### src/rtl/axil_mst_pkg.sv
// Shared types and constants for the AXI4-Lite command master.
package axil_mst_pkg;

  typedef enum logic [2:0] {
    IDLE,
    WR_REQ,
    WR_RSP,
    RD_REQ,
    RD_RSP,
    RSP
  } state_t;

  localparam logic [1:0] RESP_OKAY   = 2'b00;
  localparam logic [1:0] RESP_SLVERR = 2'b10;

  localparam int C_TIMEOUT_CYC_DEF = 1024;

endpackage

### src/rtl/axi4_lite_cmd_master.sv
// Single-outstanding command port to AXI4-Lite master; one transaction in flight, response on its own valid/ready.
// Optional watchdog recovery with AXIL_MST_TIMEOUT_EN (adds o_timeout).
module axi4_lite_cmd_master
  import axil_mst_pkg::*;
#(
  parameter int C_M_AXI_DATA_WIDTH = 32,
  parameter int C_M_AXI_ADDR_WIDTH = 32,
  parameter int C_TIMEOUT_CYC      = C_TIMEOUT_CYC_DEF
) (
  input  logic                            M_AXI_ACLK,
  input  logic                            M_AXI_ARESETN,
  input  logic                            i_cmd_valid,
  output logic                            o_cmd_ready,
  input  logic                            i_cmd_wr,
  input  logic [C_M_AXI_ADDR_WIDTH-1:0]   i_cmd_addr,
  input  logic [C_M_AXI_DATA_WIDTH-1:0]   i_cmd_wdata,
  input  logic [C_M_AXI_DATA_WIDTH/8-1:0] i_cmd_wstrb,
  output logic                            o_rsp_valid,
  input  logic                            i_rsp_ready,
  output logic                            o_rsp_wr,
  output logic [C_M_AXI_DATA_WIDTH-1:0]   o_rsp_rdata,
  output logic [1:0]                      o_rsp_resp,
  output logic                            o_busy,
`ifdef AXIL_MST_TIMEOUT_EN
  output logic                            o_timeout,
`endif
  output logic [C_M_AXI_ADDR_WIDTH-1:0]   M_AXI_AWADDR,
  output logic [2:0]                      M_AXI_AWPROT,
  output logic                            M_AXI_AWVALID,
  input  logic                            M_AXI_AWREADY,
  output logic [C_M_AXI_DATA_WIDTH-1:0]   M_AXI_WDATA,
  output logic [C_M_AXI_DATA_WIDTH/8-1:0] M_AXI_WSTRB,
  output logic                            M_AXI_WVALID,
  input  logic                            M_AXI_WREADY,
  input  logic [1:0]                      M_AXI_BRESP,
  input  logic                            M_AXI_BVALID,
  output logic                            M_AXI_BREADY,
  output logic [C_M_AXI_ADDR_WIDTH-1:0]   M_AXI_ARADDR,
  output logic [2:0]                      M_AXI_ARPROT,
  output logic                            M_AXI_ARVALID,
  input  logic                            M_AXI_ARREADY,
  input  logic [C_M_AXI_DATA_WIDTH-1:0]   M_AXI_RDATA,
  input  logic [1:0]                      M_AXI_RRESP,
  input  logic                            M_AXI_RVALID,
  output logic                            M_AXI_RREADY
);

  if (C_M_AXI_DATA_WIDTH != 32) begin : g_bad_dw
    $error("axi4_lite_cmd_master supports only 32-bit data");
  end
  if (C_TIMEOUT_CYC < 2 || C_TIMEOUT_CYC > 65536) begin : g_bad_tmo
    $error("C_TIMEOUT_CYC must fit the 16-bit watchdog");
  end

  state_t                            r_state;
  logic [C_M_AXI_ADDR_WIDTH-1:0]     r_addr;
  logic [C_M_AXI_DATA_WIDTH-1:0]     r_wdata;
  logic [C_M_AXI_DATA_WIDTH/8-1:0]   r_wstrb;
  logic                              r_wr;
  logic                              r_awvalid, r_wvalid, r_bready, r_arvalid, r_rready;
  logic                              r_rsp_valid, r_rsp_wr;
  logic [C_M_AXI_DATA_WIDTH-1:0]     r_rsp_rdata;
  logic [1:0]                        r_rsp_resp;

  // A channel counts as done once its VALID has dropped or is handshaking now.
  logic w_aw_done, w_w_done;
  assign w_aw_done = !r_awvalid || M_AXI_AWREADY;
  assign w_w_done  = !r_wvalid  || M_AXI_WREADY;

`ifdef AXIL_MST_TIMEOUT_EN
  localparam logic [15:0] TMO_LAST = 16'(C_TIMEOUT_CYC - 1);
  logic [15:0] r_tmo_cnt;
  logic        r_timeout;
  logic        w_tmo_state, w_state_chg;

  always_comb begin
    w_tmo_state = (r_state == WR_REQ) || (r_state == WR_RSP) ||
                  (r_state == RD_REQ) || (r_state == RD_RSP);
    w_state_chg = 1'b0;
    case (r_state)
      WR_REQ:  w_state_chg = w_aw_done && w_w_done;
      WR_RSP:  w_state_chg = M_AXI_BVALID;
      RD_REQ:  w_state_chg = M_AXI_ARREADY;
      RD_RSP:  w_state_chg = M_AXI_RVALID;
      default: w_state_chg = 1'b0;
    endcase
  end

  assign o_timeout = r_timeout;
`endif

  always_ff @(posedge M_AXI_ACLK or negedge M_AXI_ARESETN) begin
    if (!M_AXI_ARESETN) begin
      r_state     <= IDLE;
      r_addr      <= '0;
      r_wdata     <= '0;
      r_wstrb     <= '0;
      r_wr        <= 1'b0;
      r_awvalid   <= 1'b0;
      r_wvalid    <= 1'b0;
      r_bready    <= 1'b0;
      r_arvalid   <= 1'b0;
      r_rready    <= 1'b0;
      r_rsp_valid <= 1'b0;
      r_rsp_wr    <= 1'b0;
      r_rsp_rdata <= '0;
      r_rsp_resp  <= RESP_OKAY;
`ifdef AXIL_MST_TIMEOUT_EN
      r_tmo_cnt   <= '0;
      r_timeout   <= 1'b0;
`endif
    end else begin
      case (r_state)
        IDLE: begin
          if (i_cmd_valid) begin
            r_addr  <= i_cmd_addr;
            r_wdata <= i_cmd_wdata;
            r_wstrb <= i_cmd_wstrb;
            r_wr    <= i_cmd_wr;
            if (i_cmd_wr) begin
              r_awvalid <= 1'b1;
              r_wvalid  <= 1'b1;
              r_state   <= WR_REQ;
            end else begin
              r_arvalid <= 1'b1;
              r_state   <= RD_REQ;
            end
          end
        end
        WR_REQ: begin
          if (M_AXI_AWREADY) r_awvalid <= 1'b0;
          if (M_AXI_WREADY)  r_wvalid  <= 1'b0;
          if (w_aw_done && w_w_done) begin
            r_bready <= 1'b1;
            r_state  <= WR_RSP;
          end
        end
        WR_RSP: begin
          if (M_AXI_BVALID) begin
            r_bready    <= 1'b0;
            r_rsp_valid <= 1'b1;
            r_rsp_wr    <= 1'b1;
            r_rsp_rdata <= '0;
            r_rsp_resp  <= M_AXI_BRESP;
            r_state     <= RSP;
          end
        end
        RD_REQ: begin
          if (M_AXI_ARREADY) begin
            r_arvalid <= 1'b0;
            r_rready  <= 1'b1;
            r_state   <= RD_RSP;
          end
        end
        RD_RSP: begin
          if (M_AXI_RVALID) begin
            r_rready    <= 1'b0;
            r_rsp_valid <= 1'b1;
            r_rsp_wr    <= 1'b0;
            r_rsp_rdata <= M_AXI_RDATA;
            r_rsp_resp  <= M_AXI_RRESP;
            r_state     <= RSP;
          end
        end
        RSP: begin
          if (i_rsp_ready) begin
            r_rsp_valid <= 1'b0;
            r_state     <= IDLE;
          end
        end
        default: r_state <= IDLE;
      endcase
`ifdef AXIL_MST_TIMEOUT_EN
      r_timeout <= 1'b0;
      if (!w_tmo_state || w_state_chg) r_tmo_cnt <= '0;
      else                             r_tmo_cnt <= r_tmo_cnt + 16'd1;
      // Abandon the hung transaction; later assignments override the case above.
      if (w_tmo_state && !w_state_chg && r_tmo_cnt == TMO_LAST) begin
        r_awvalid   <= 1'b0;
        r_wvalid    <= 1'b0;
        r_bready    <= 1'b0;
        r_arvalid   <= 1'b0;
        r_rready    <= 1'b0;
        r_rsp_valid <= 1'b1;
        r_rsp_wr    <= r_wr;
        r_rsp_rdata <= '0;
        r_rsp_resp  <= RESP_SLVERR;
        r_timeout   <= 1'b1;
        r_tmo_cnt   <= '0;
        r_state     <= RSP;
      end
`endif
    end
  end

  assign o_cmd_ready   = (r_state == IDLE) && M_AXI_ARESETN;
  assign o_busy        = (r_state != IDLE);
  assign o_rsp_valid   = r_rsp_valid;
  assign o_rsp_wr      = r_rsp_wr;
  assign o_rsp_rdata   = r_rsp_rdata;
  assign o_rsp_resp    = r_rsp_resp;
  assign M_AXI_AWADDR  = r_addr;
  assign M_AXI_AWPROT  = 3'b000;
  assign M_AXI_AWVALID = r_awvalid;
  assign M_AXI_WDATA   = r_wdata;
  assign M_AXI_WSTRB   = r_wstrb;
  assign M_AXI_WVALID  = r_wvalid;
  assign M_AXI_BREADY  = r_bready;
  assign M_AXI_ARADDR  = r_addr;
  assign M_AXI_ARPROT  = 3'b000;
  assign M_AXI_ARVALID = r_arvalid;
  assign M_AXI_RREADY  = r_rready;

endmodule

### config.mk
export PLATFORM = sky130hd
export DESIGN_NAME = axi4_lite_cmd_master
export DESIGN_NICKNAME = d
export VERILOG_FILES = /design/src/rtl/axil_mst_pkg.sv /design/src/rtl/axi4_lite_cmd_master.sv
export SDC_FILE = /design/constraint.sdc
export NUM_CORES = 1
export LEC_CHECK = 0
export ABC_CLOCK_PERIOD_IN_PS = 3140
export BUFFER_PORTS_ARGS = -buffer_cell sky130_fd_sc_hd__buf_2
export CORE_MARGIN = 5
export CORE_UTILIZATION = 30
export DETAILED_ROUTE_END_ITERATION = 6
export SYNTH_ARGS = -nofsm -noshare
export SYNTH_HDL_FRONTEND = slang
export SYNTH_SLANG_ARGS = --single-unit
### constraint.sdc
create_clock -name M_AXI_ACLK -period 3.14 [get_ports M_AXI_ACLK]
set_clock_uncertainty 0.2 [all_clocks]
set_input_delay 0.628 -clock M_AXI_ACLK [delete_from_list [all_inputs] [get_ports M_AXI_ACLK]]
set_output_delay 0.628 -clock M_AXI_ACLK [all_outputs]
set_load 0.05 [all_outputs]
==> impl_metrics.toml <==
[synth]
synthAdderAreaFrac_pct = 0
muxShareOfSynthArea_pct = 21.5
ys_dominant_reg_cell = "dfrtp_1"
syn_inst = 326
synth_compound_area_share_pct = 8.73
synth_edf_count = 0
ys_types = 31
synth_simple_gate_area_share_pct = 2.94
ys_seq_elements = 112
synth_top_cell_area_share_pct = 57.7
async_reset_ff_share_pct = 100
synthXorXnorAreaFrac_pct = 0
yosysWarnings = 0
yosysTopAreaCell = "dfrtp_1"
synth_area_um2 = 4860
synth_top_family_by_area = "multiplexers"
synth_seq_area_share_pct = 57.7
synth_area_per_cell_um2 = 14.9
yosys-top-cells-area = "dfrtp_1, mux2_4, buf_4, a22o_1, buf_6"

[sta]
setup_tns_ns = 0
fin_crit_sh_pct = 88.2
min_period_ns = 2.77
finalHoldViolations = 0
fmax_ghz = 0.361
setup_viol = 0
slew_headroom_pct = 56.7
slew_viol_final = 0
hold_ws_ns = 0.258
worst_pin_slew_ns = 0.649
setup_slack_ns = 0.370
rsz0062_at_grt = "false"

[critical_path]
cp_cell_sequence = "dlygate4sd3_1, buf_4, inv_1, nor2_1, buf_2"
crit_family = "buffers and inverters"
max_stage_delay_ns = 0.53
slowest_stage = "dlygate4sd3_1"
cp.required_ns = 2.31
crit_path_start_kind = "primary input"
crit_buf_inv = 4
crit-reg2reg-launch = "r_state[1]"
critPathKind = "primary input to output pin"
end_kind = "output pin"
r2r_cells = 3
path_max_fanout = 25
rrSetupSlack_ns = 0.97
reg2reg_to = "M_AXI_WDATA[6]"
arrival_ns = 1.94

[route]
routed_via_density = 4.33
wl_um = 12000
vias = 3330
drc = 0
dr.first_iter.drc_count = 96
wl_per_cell_um = 15.6
firstDrtPassIters = 5
drtAntennaViolNets = 0

[cts]
path_clk_slew_ns = 0.07
clk_path_buf_depth = 2
cts_max_level = 3
numClockSinks = 112
cts-buffers-inserted = 9
tritoncts = "yes"
clockRootBuffer = "clkbuf_16"
clk_latency_ns = 0.34
cts_resized = 0

[hold_path]
hold_path_end = "M_AXI_AWVALID"
hold_depth = 2
hp-class = "primary input to flip-flop"
min_from = "M_AXI_AWREADY"

[global_routing]
grt_antenna_before_repair = 0
gr-usage-all-layers_pct = 12.2
grt_pass1_wl_um = 18000
grt_overflow = 0
grt_max_degree = 71
grt_pass1_vias = 3438

[layout]
final_nets = 662
final_cell_mix = "buf_2, dfrtp_1, mux2_4, a22o_1, clkbuf_16"
seq_area_um2 = 2800
syn_to_final_growth_pct = 31.1
num_antenna_cells = 0
final_common_cell = "buf_2"
multi_input_area_um2 = 1640
drive_above_1_share_pct = 62.2
fillers = 1552

[floorplan]
start_util_pct = 30.6
fp.dieH_um = 137
rows = 46
die-width_um = 137
io_pins = 263
die-area_um2 = 18800
core-area_um2 = 15900

[run_status]
run_status = "finished, final reports clean"

[flow_run]
cap_viol_max_count = 0

[placed_design]
io_buffer_count = 256
pre_cts_ws_ns = 0.891
hpwl_um = 8980
gp_congestion = 0.778
kinds of logic after synthesis:
kind of cell / count (synthesis)
buf+inv: 61
compound gates: 55
flops: 112
simple gates: 24
other cells: 1
mux: 73
per-layer routing:
layer	up-vias	track usage [%]	part of all wire, %	wire length (um)
li1	1550	-	-	-
met1	1583	14.9	40	4770
met2	185	20.4	48	5790
met3	12	4.64	11	1290
met4	0	2.99	1.2	148
met5	-	0	0	0
stage by stage:
step           area, um2  util, %  std cells
6_report            6370     40.1        769
5_1_grt             6370     40.1        769
4_1_cts             6370     40.1        769
3_5_place_dp        6070     38.2        752
3_3_place_gp        6070     38.2        752
2_1_floorplan       4880        -        331
cells in the mapped netlist, types with 3 or more instances:
cell type / instances
mux2_1: 8
dfrtp_1: 112
buf_6: 8
inv_1: 5
clkbuf_1: 5
o21ai_0: 5
nand2_1: 5
a21oi_1: 8
nor3_1: 3
nand2b_1: 4
mux2_4: 60
buf_2: 5
a22o_1: 32
mux2_2: 4
nor2_1: 5
buf_4: 38
repair_timing:
action / 4_1_cts / 5_1_grt
hold endpoints to repair: 22 / 0
setup buffers: 0 / 0
hold buffers: 1 / 0
worst reg2reg max path, delay by kind of cell (launching register included):
kind,cells,cell delay (ns)
buf+inv,1,0.40
simple gates,1,0.39
flops,1,0.57
mux,1,0.50
state kept, by name, summed over array words and instances (netlist names):
register	count
o_rsp_rdata	32
M_AXI_WSTRB	4
M_AXI_RREADY	1
M_AXI_AWVALID	1
M_AXI_ARADDR	32
r_state	3
M_AXI_WVALID	1
M_AXI_BREADY	1
M_AXI_WDATA	32
o_rsp_resp	2
o_rsp_wr	1
o_rsp_valid	1
M_AXI_ARVALID	1
final cells by class:
class | instances | share of cell area [%]
inverters | 5 | 0.295
clock inverters | 5 | 0.609
repair buffers | 262 | 21.1
clock buffers | 11 | 3.97
well taps | 216 | 4.24
multi-input cells | 158 | 25.8
flip-flops and latches | 112 | 44.0
worst max-delay path by stage:
stage                   from           to  slack (ns)  cells past startpoint
2_1_floorplan     r_state[1]  o_cmd_ready        0.31                      5
3_3_place_gp   M_AXI_ARESETN  o_cmd_ready        0.88                      4
3_5_place_dp   M_AXI_ARESETN  o_cmd_ready        0.89                      4
4_1_cts        M_AXI_ARESETN  o_cmd_ready        0.33                      5
5_1_grt        M_AXI_ARESETN  o_cmd_ready        0.25                      5
6_report       M_AXI_ARESETN  o_cmd_ready        0.37                      5
Power is not shown: default switching activity piles up to over one toggle a cycle in this logic, so the estimate is an artifact.
